--- config.mk ---
export PLATFORM = sky130hd
export DESIGN_NAME = pulsador_ctrl_flat
export DESIGN_NICKNAME = d
export VERILOG_FILES = /design/src/rtl/pulsador_ctrl_if.sv /design/src/rtl/pulsador_ctrl.sv /design/src/flat_wrapper.sv
export SDC_FILE = /design/constraint.sdc
export NUM_CORES = 1
export LEC_CHECK = 0
export BUFFER_PORTS_ARGS = -buffer_cell sky130_fd_sc_hd__buf_2
export CAP_MARGIN = 0
export CORE_MARGIN = 4
export CORE_UTILIZATION = 40
export DETAILED_ROUTE_END_ITERATION = 12
export GPL_ROUTABILITY_DRIVEN = 0
export PLACE_DENSITY = 0.56
export SETUP_SLACK_MARGIN = 0.15
export SLEW_MARGIN = 20
export SYNTH_ARGS = -nofsm -noshare
export SYNTH_HDL_FRONTEND = slang
export SYNTH_SLANG_ARGS = --single-unit
export TNS_END_PERCENT = 5
--- constraint.sdc ---
create_clock -name clk -period 3.05 [get_ports clk]
set_clock_uncertainty 0.2 [all_clocks]
set_input_delay 0 -clock clk [delete_from_list [all_inputs] [get_ports clk]]
set_output_delay 0 -clock clk [all_outputs]
set_load 0.005 [all_outputs]
--- src/rtl/pulsador_ctrl_if.sv ---
// Handshake bundle between the button front end and the LED counter.
// Master drives the button level and enable; slave returns command strobes.
interface pulsador_ctrl_if;
  logic       btn_db;
  logic       en;
  logic       inc;
  logic       clr;
  logic       long_act;
  logic [1:0] state;

  modport master (
    output btn_db,
    output en,
    input  inc,
    input  clr,
    input  long_act,
    input  state
  );

  modport slave (
    input  btn_db,
    input  en,
    output inc,
    output clr,
    output long_act,
    output state
  );
endinterface

--- src/rtl/pulsador_ctrl.sv ---
// Press-gesture controller: short press, auto-repeat and long-hold clear.
// All outputs are registered single-cycle strobes for the LED counter.
module pulsador_ctrl #(
  parameter int CNT_W      = 27,
  parameter int LONG_CYC   = 27_000_000,
  parameter int REPEAT_CYC = 5_400_000,
  parameter int CLEAR_CYC  = 81_000_000
) (
  input logic            clk,
  input logic            rst,
  pulsador_ctrl_if.slave bus
);

  typedef enum logic [1:0] {
    IDLE     = 2'd0,
    PRESS    = 2'd1,
    REPEAT   = 2'd2,
    WAIT_REL = 2'd3
  } state_t;

  localparam logic [CNT_W-1:0] LONG_M1 = CNT_W'(LONG_CYC - 1);
  localparam logic [CNT_W-1:0] REP_M1  = CNT_W'(REPEAT_CYC - 1);
  localparam logic [CNT_W-1:0] CLR_M1  = CNT_W'(CLEAR_CYC - 1);

  state_t           st;
  logic [CNT_W-1:0] tmr;
  logic [CNT_W-1:0] rtmr;
  logic             inc_q;
  logic             clr_q;
  logic             long_q;

  always_ff @(posedge clk or posedge rst) begin
    if (rst) begin
      st     <= IDLE;
      tmr    <= '0;
      rtmr   <= '0;
      inc_q  <= 1'b0;
      clr_q  <= 1'b0;
      long_q <= 1'b0;
    end else begin
      inc_q  <= 1'b0;
      clr_q  <= 1'b0;
      long_q <= 1'b0;
      if (!bus.en) begin
        st   <= IDLE;
        tmr  <= '0;
        rtmr <= '0;
      end else begin
        unique case (st)
          IDLE: begin
            if (bus.btn_db) begin
              st   <= PRESS;
              tmr  <= '0;
              rtmr <= '0;
            end
          end
          PRESS: begin
            if (!bus.btn_db) begin
              st    <= IDLE;
              inc_q <= 1'b1;
              tmr   <= '0;
            end else if (tmr == LONG_M1) begin
              st     <= REPEAT;
              inc_q  <= 1'b1;
              long_q <= 1'b1;
              rtmr   <= '0;
              tmr    <= tmr + 1'b1;
            end else begin
              tmr <= tmr + 1'b1;
            end
          end
          REPEAT: begin
            if (!bus.btn_db) begin
              st   <= IDLE;
              tmr  <= '0;
              rtmr <= '0;
            end else if (tmr == CLR_M1) begin
              // clear wins over a coincident repeat tick
              st    <= WAIT_REL;
              clr_q <= 1'b1;
            end else begin
              long_q <= 1'b1;
              tmr    <= tmr + 1'b1;
              if (rtmr == REP_M1) begin
                inc_q <= 1'b1;
                rtmr  <= '0;
              end else begin
                rtmr <= rtmr + 1'b1;
              end
            end
          end
          WAIT_REL: begin
            if (!bus.btn_db) begin
              st   <= IDLE;
              tmr  <= '0;
              rtmr <= '0;
            end
          end
          default: st <= IDLE;
        endcase
      end
    end
  end

  assign bus.inc      = inc_q;
  assign bus.clr      = clr_q;
  assign bus.long_act = long_q;
  assign bus.state    = st;

endmodule

--- src/flat_wrapper.sv ---
// flat-port wrapper written by rule: the top's interface ports become plain ports
module pulsador_ctrl_flat 
#(
  parameter int CNT_W      = 27,
  parameter int LONG_CYC   = 27_000_000,
  parameter int REPEAT_CYC = 5_400_000,
  parameter int CLEAR_CYC  = 81_000_000
)
  (clk, rst, bus_btn_db, bus_en, bus_inc, bus_clr, bus_long_act, bus_state);
  pulsador_ctrl_if bus_i ();
  input logic clk;
  input logic rst;
  input wire logic [$bits(bus_i.btn_db)-1:0] bus_btn_db;
  input wire logic [$bits(bus_i.en)-1:0] bus_en;
  output wire logic [$bits(bus_i.inc)-1:0] bus_inc;
  output wire logic [$bits(bus_i.clr)-1:0] bus_clr;
  output wire logic [$bits(bus_i.long_act)-1:0] bus_long_act;
  output wire logic [$bits(bus_i.state)-1:0] bus_state;
  assign bus_i.btn_db = bus_btn_db;
  assign bus_i.en = bus_en;
  assign bus_inc = bus_i.inc;
  assign bus_clr = bus_i.clr;
  assign bus_long_act = bus_i.long_act;
  assign bus_state = bus_i.state;
  pulsador_ctrl #(.CNT_W(CNT_W), .LONG_CYC(LONG_CYC), .REPEAT_CYC(REPEAT_CYC), .CLEAR_CYC(CLEAR_CYC)) u_core (.clk(clk), .rst(rst), .bus(bus_i));
endmodule
=== Word level (Yosys, flattened, before mapping) ===
Index checks and enable logic that the tools add are counted.

* Flip-flop bits (word level): 59
* Word-level logic and storage cells: 63

* Equal/unequal tests: 13
* Muxes and demuxes: 38
* Reduce and logical (&&, ||, !) cells: 4
* Add/sub/neg operators: 2

{| class="wikitable"
|+ Operators by type and width
! kind !! number
|-
| two-way mux 27 bit || 12
|-
| one-hot mux 27 bit (4 select lines) || 2
|-
| adder 27 x 1 -> 27 bit, second input constant || 2
|-
| == test 27 x 23 -> 1 bit, second input constant || 1
|-
| == test 27 x 25 -> 1 bit, second input constant || 1
|-
| == test 27 bit, second input constant || 1
|-
| two-way mux 1 bit || 14
|-
| two-way mux 2 bit || 7
|-
| != test 3 bit, second input constant || 3
|-
| != test 4 x 3 -> 1 bit, second input constant || 2
|-
| one-hot mux 2 bit (4 select lines) || 1
|-
| AND reduction 5 bit || 1
|-
| == test 2 bit, second input constant || 2
|-
| != test 4 bit, second input constant || 1
|-
| one-hot mux 1 bit (2 select lines) || 2
|-
| AND reduction 4 bit || 1
|-
| != test 3 x 2 -> 1 bit, second input constant || 1
|-
| AND reduction 3 bit || 1
|-
| == test 2 x 1 -> 1 bit, second input constant || 1
|-
| zero test 2 bit || 1
|}

=== Logic depth before layout (Yosys ltp) ===
* Word-level depth: 6
* Mapped depth: 10
* Depth with buffers taken out: 8

=== Worst setup path before layout ===
OpenSTA, ideal clock, no wires.

* Kind: register to register
* Start: register u_core.tmr[8]
* End: register u_core.rtmr[21]
* Data arrival time: 2,158 ps
* Library setup time: 138 ps
* Data required time: 2,712 ps
* Path buffers: 3
* Cell stages (with the launch flop): 10
* Path slack: 554 ps
* Cell sequence: dfrtp_1 -> or4b_4 -> nor4_4 -> a32oi_1 -> nand2_1 -> buf_4 -> or2_1 -> buf_6 -> buf_12 -> o31ai_4

* Word-level cells in the longest chain between the ends: 3

{| class="wikitable"
|+ RTL lines
! what !! line !! text
|-
| from (decl) || pulsador_ctrl.sv:26 || <nowiki>logic [CNT_W-1:0] tmr;</nowiki>
|-
| from (signal assigned) || pulsador_ctrl.sv:67 || <nowiki>tmr <= tmr + 1'b1;</nowiki>
|-
| from (signal assigned) || pulsador_ctrl.sv:69 || <nowiki>tmr <= tmr + 1'b1;</nowiki>
|-
| from (signal assigned) || pulsador_ctrl.sv:83 || <nowiki>tmr <= tmr + 1'b1;</nowiki>
|-
| == test 27 bit or == test 27 x 25 -> 1 bit (tied branches) || pulsador_ctrl.sv:77, pulsador_ctrl.sv:62 ||
|-
| != test 4 bit (no line) or != test 3 x 2 -> 1 bit (tied branches) || - ||
|-
| AND reduction 5 bit (no line) * || - ||
|-
| to (signal assigned) || pulsador_ctrl.sv:88 || <nowiki>rtmr <= rtmr + 1'b1;</nowiki>
|-
| to (decl) || pulsador_ctrl.sv:27 || <nowiki>logic [CNT_W-1:0] rtmr;</nowiki>
|}

Mark *: on every way between the ends. The rest lies on a longest branch, timed or not.
A chain may end at the register's enable or synchronous reset.

=== Worst setup path after layout ===
* Start: register u_core.st[0], in the netlist u_core.bus.state[0]
* End: register u_core.rtmr[13]

* Word-level cells in the longest chain between the ends: 3

{| class="wikitable"
|+ RTL lines
! what !! line !! text
|-
| from (decl) || pulsador_ctrl.sv:25 || <nowiki>state_t st;</nowiki>
|-
| from (signal assigned) || pulsador_ctrl.sv:34 || <nowiki>st <= IDLE;</nowiki>
|-
| from (signal assigned) || pulsador_ctrl.sv:45 || <nowiki>st <= IDLE;</nowiki>
|-
| from (signal assigned) || pulsador_ctrl.sv:52 || <nowiki>st <= PRESS;</nowiki>
|-
| == test 2 bit, or another cell as far along || pulsador_ctrl.sv:49 || <nowiki>unique case (st)</nowiki>
|-
| != test 4 bit (no line), or another cell as far along || - ||
|-
| AND reduction 5 bit (no line) or two-way mux 27 bit (tied branches) || - ||
|}

Several ways; a longest one is shown, not always the timed one.

==> Flow_metrics.wiki <==
{| class="wikitable"
! Metric !! Value
|-
| Outcome || complete, no violations
|-
| Count of unique library cells instantiated by Yosys || 50
|-
| Synth async-reset ratio || 1.00
|-
| Count of TritonRoute iterations in the first routing pass || 4
|-
| Number of pins exceeding their max-slew limit in the final report || 0
|-
| Number of nets still failing antenna checks after routing || 0
|-
| Clock-pin transition on the worst setup and hold timing paths || 0.08 ns
|-
| DRC || 0
|-
| Worst Setup Slack, final || 0.302 ns
|-
| Pwr/cell area || 452 nW/um^2
|-
| Pin count of the biggest net entering global routing || 47
|-
| Final global-route overflow total || 0
|-
| Power dissipated by switching net loads || 534 uW
|-
| Number of vias per cell || 5.62
|-
| Leading area contributor after synthesis || sky130_fd_sc_hd__dfrtp_1
|-
| Synthesis-to-finish area growth || 13.4%
|-
| Sum Neg Setup Slack || 0 ns
|-
| Final Setup Violations || 0
|-
| Required time at the worst-slack endpoint || 3.09 ns
|-
| Net switching share of the total power || 0.286
|-
| GR Util All Layers || 0.169
|-
| Total clock buffers created by CTS || 9
|-
| Power share of the sequential group || 0.432
|-
| Core Rows || 34
|-
| Fillers || 825
|-
| Worst hold margin || 0.139 ns
|-
| Area of the die || 10700 sq um
|-
| Post-synth net total || 388
|-
| Hpwl dp || 5600 um
|-
| Worst-case vdd ir drop || 0.191 mV
|-
| Buffers inserted during post-CTS setup optimization || 0
|-
| Die span in y || 103 um
|-
| Largest fanout on the critical path || 26
|-
| Routed wire length || 8120 um
|-
| Area inside the core boundary || 8810 sq um
|-
| Net count, final || 412
|-
| Share of the core filled with cells in the final layout || 0.469
|-
| Setup crit start kind || register
|-
| Fraction of power consumed by combinational cells || 0.126
|-
| Number of clock sinks || 59
|-
| FMAX || 0.364 GHz
|-
| Series of cell instances along the critical path || inv_1, ha_1, and3_1, buf_4, a32oi_1, nand2_1, or2_2, buf_12, o41ai_2
|-
| Delay of the slowest cell on the worst path || 0.41 ns
|-
| Worst R2R Start || u_core.bus.state[0]$_DFFE_PP0P_
|-
| Wire length of the first global-routing pass || 14100 um
|-
| Latest clock arrival within the worst-skew pair || 0.35 ns
|-
| Static leakage || 0.00163 uW
|-
| Setup slack at placement || 0.267 ns
|-
| Number of flops mapped to enable cells by yosys || 0
|-
| Synth Cell Area || 3640 sq um
|-
| Synthesized netlist cell count || 377
|-
| Time the final worst path needs with I/O delays and setup || 2.75 ns
|-
| Worst Tran Pin Value || 0.821 ns
|-
| Critical Path Slowest Stage Cell || sky130_fd_sc_hd__dfrtp_1
|-
| Sequential element share of the synthesized area || 0.405
|-
| Number of diodes || 0
|-
| Number of placed I/O pins || 9
|-
| Fraction of final layout cells sized beyond drive strength 1 || 0.172
|-
| Number of input and output port buffers inserted || 8
|-
| Synthesized area per cell || 9.67 sq um
|-
| Total number of vias || 2891
|-
| Total Power Consumption || 1870 uW
|-
| Ranking of synthesized cells by area || sky130_fd_sc_hd__dfrtp_1 (41%), sky130_fd_sc_hd__o31ai_4 (9.3%), sky130_fd_sc_hd__nor2_1 (4.6%), sky130_fd_sc_hd__nand3_1 (4.4%), sky130_fd_sc_hd__o21ai_0 (4.0%)
|-
| Part of the power in the clock network || 0.442
|-
| Number of flip-flops and latches in the synthesized netlist || 59
|-
| TritonCTS clock tree || built
|-
| Hold Fails Final Rpt || 0
|-
| Class of the most critical hold timing path || in2async
|-
| Final cycle utilization of the critical path || 0.901
|-
| Initial Util || 0.414
|-
| Arrival time at the worst endpoint || 2.79 ns
|-
| Vias in the first global route || 2856
|-
| Horizontal extent of the die || 103 um
|-
| Commonest register cell after synthesis || sky130_fd_sc_hd__dfrtp_1
|-
| Setup repair after global routing missed its margin || yes
|-
| H-tree Lvls || 3
|-
| Yosys warnings || 0
|-
| DR WL/cell || 15.8 um
|-
| Worst r2r path cells || 9
|-
| First-iteration detailed-routing DRC count || 134
|-
| Max-cap check violation count || 0
|-
| Slew margin rel. || 0.452
|-
| Worst setup path startpoint || u_core.bus.state[0]$_DFFE_PP0P_
|-
| Element type at the critical path end || register
|-
| Buffers from clock root to sink, at most || 2
|-
| Internal power summed over all cells || 1330 uW
|-
| Worst Setup Path Type || reg2reg
|-
| Initial antenna violation count || 0
|-
| CTS Root Buffer Type || sky130_fd_sc_hd__clkbuf_8
|-
| Area share of the largest cell type after synthesis || 0.405
|}
state kept, by name (all words and copies together), names as in the netlist:
name	cells
u_core.rtmr	27
u_core.bus.clr	1
u_core.bus.state	2
u_core.bus.long_act	1
u_core.bus.inc	1
u_core.tmr	27
metal layers:
layer,up-vias,track usage,wire [um]
met4,0,0.0518,114
li1,1426,-,-
met2,43,0.266,3810
met5,-,0,0
met3,8,0.0409,256
met1,1414,0.229,3940
power groups by stage:
stage | sequential, uW | clock, uW | combinational [uW]
6_report | 805 | 826 | 235
5_1_grt | 808 | 889 | 270
3_3_place_gp | 819 | 0 | 231
3_5_place_dp | 821 | 0 | 231
2_1_floorplan | 819 | 0 | 158
4_1_cts | 805 | 848 | 237
cells by family (layout without fill, tap and decap cells):
family,count (synthesis),after routing,share of synthesized area
adders and majority gates,7,7,0.0240
muxes,3,3,0.00858
and+or+nand+nor,182,182,0.266
DFF,59,59,0.405
xor gates and xnor gates,23,23,0.0553
AOI/OAI and AO/OA,79,79,0.206
buffers and inverters,24,53,0.0357
cell usage in the layout (no fill, tap or decap), types with 3 or more instances in the layout:
cell type / synthesis / layout
sky130_fd_sc_hd__dlygate4sd3_1: 0 / 4
sky130_fd_sc_hd__and2_1: 3 / 3
sky130_fd_sc_hd__o31ai_4: 16 / 16
sky130_fd_sc_hd__nand2_1: 34 / 34
sky130_fd_sc_hd__clkbuf_8: 0 / 9
sky130_fd_sc_hd__dfrtp_1: 59 / 59
sky130_fd_sc_hd__xnor2_1: 10 / 10
sky130_fd_sc_hd__a31oi_1: 4 / 4
sky130_fd_sc_hd__nor2b_1: 9 / 9
sky130_fd_sc_hd__xor2_1: 13 / 13
sky130_fd_sc_hd__nor2_1: 45 / 44
sky130_fd_sc_hd__ha_1: 7 / 7
sky130_fd_sc_hd__nand3_1: 32 / 32
sky130_fd_sc_hd__inv_1: 10 / 9
sky130_fd_sc_hd__and3_1: 6 / 6
sky130_fd_sc_hd__nand4_1: 16 / 16
sky130_fd_sc_hd__buf_4: 1 / 13
sky130_fd_sc_hd__o31ai_1: 4 / 4
sky130_fd_sc_hd__o41ai_2: 3 / 3
sky130_fd_sc_hd__clkinvlp_4: 0 / 3
sky130_fd_sc_hd__o21ai_0: 29 / 28
sky130_fd_sc_hd__a21oi_1: 11 / 11
sky130_fd_sc_hd__and4_1: 6 / 6
sky130_fd_sc_hd__nor4_1: 5 / 5
sky130_fd_sc_hd__nor3_1: 10 / 10
sky130_fd_sc_hd__o21ai_1: 3 / 4
sky130_fd_sc_hd__buf_2: 1 / 8
critical path: cells and delay by family, from the launching register on:
kind                     cells  cell delay (ns)
AND/OR/NAND/NOR              3             0.67
adder cells (fa/ha/maj)      1             0.26
buffers and inverters        3             0.46
flip-flops                   1             0.41
AO/OA/AOI/OAI                2             0.62
cell usage after synthesis (2+ instances only):
cell,number
sky130_fd_sc_hd__a21boi_0,2
sky130_fd_sc_hd__a21oi_1,11
sky130_fd_sc_hd__a31oi_1,4
sky130_fd_sc_hd__and2_1,3
sky130_fd_sc_hd__and3_1,6
sky130_fd_sc_hd__and4_1,6
sky130_fd_sc_hd__clkbuf_1,9
sky130_fd_sc_hd__dfrtp_1,59
sky130_fd_sc_hd__ha_1,7
sky130_fd_sc_hd__inv_1,10
sky130_fd_sc_hd__mux2i_1,2
sky130_fd_sc_hd__nand2_1,34
sky130_fd_sc_hd__nand3_1,32
sky130_fd_sc_hd__nand4_1,16
sky130_fd_sc_hd__nand4b_1,2
sky130_fd_sc_hd__nor2_1,45
sky130_fd_sc_hd__nor2b_1,9
sky130_fd_sc_hd__nor3_1,10
sky130_fd_sc_hd__nor4_1,5
sky130_fd_sc_hd__nor4_4,2
sky130_fd_sc_hd__o21ai_0,29
sky130_fd_sc_hd__o21ai_1,3
sky130_fd_sc_hd__o31ai_1,4
sky130_fd_sc_hd__o31ai_4,16
sky130_fd_sc_hd__o41ai_2,3
sky130_fd_sc_hd__or3_1,2
sky130_fd_sc_hd__or4_1,2
sky130_fd_sc_hd__xnor2_1,10
sky130_fd_sc_hd__xor2_1,13
final cells by class:
type,count,area (sq um),share of cell area
Timing Repair Buffer,27,218,0.0527
Tap cell,108,135,0.0327
Clock inverter,7,100,0.0242
Sequential cell,59,1480,0.357
Inverter,10,38.8,0.00939
Clock buffer,9,124,0.0300
Multi-Input combinational cell,294,2040,0.494
path summary, 6_finish.rpt:
kind	end	slack, ns
hold reg to reg	u_core.rtmr[0]$_DFFE_PP0P_	0.32
max in group asynchronous	u_core.tmr[9]$_DFFE_PP0P_	1.89
setup reg to reg	u_core.rtmr[13]$_DFFE_PP0P_	0.30
hold / removal	u_core.tmr[13]$_DFFE_PP0P_	0.14
min in group clk	u_core.rtmr[0]$_DFFE_PP0P_	0.32
setup / recovery	u_core.rtmr[13]$_DFFE_PP0P_	0.30
repair_timing:
| item | in CTS | in global routing |
|---|---|---|
| hold buffers | 4 | 0 |
| gates resized for setup | 0 | 1 |
| endpoints found under the setup margin | 0 | 12 |
| endpoints found under the hold margin | 51 | 0 |
per-stage QoR:
step | cell area (sq um) | instances
CTS | 4130 | 514
global route | 4130 | 514
global placement | 3860 | 494
floorplan | 3640 | 377
detailed placement | 3860 | 494
finish | 4130 | 514
No activity file was read; power rests on OpenSTA's default activity.
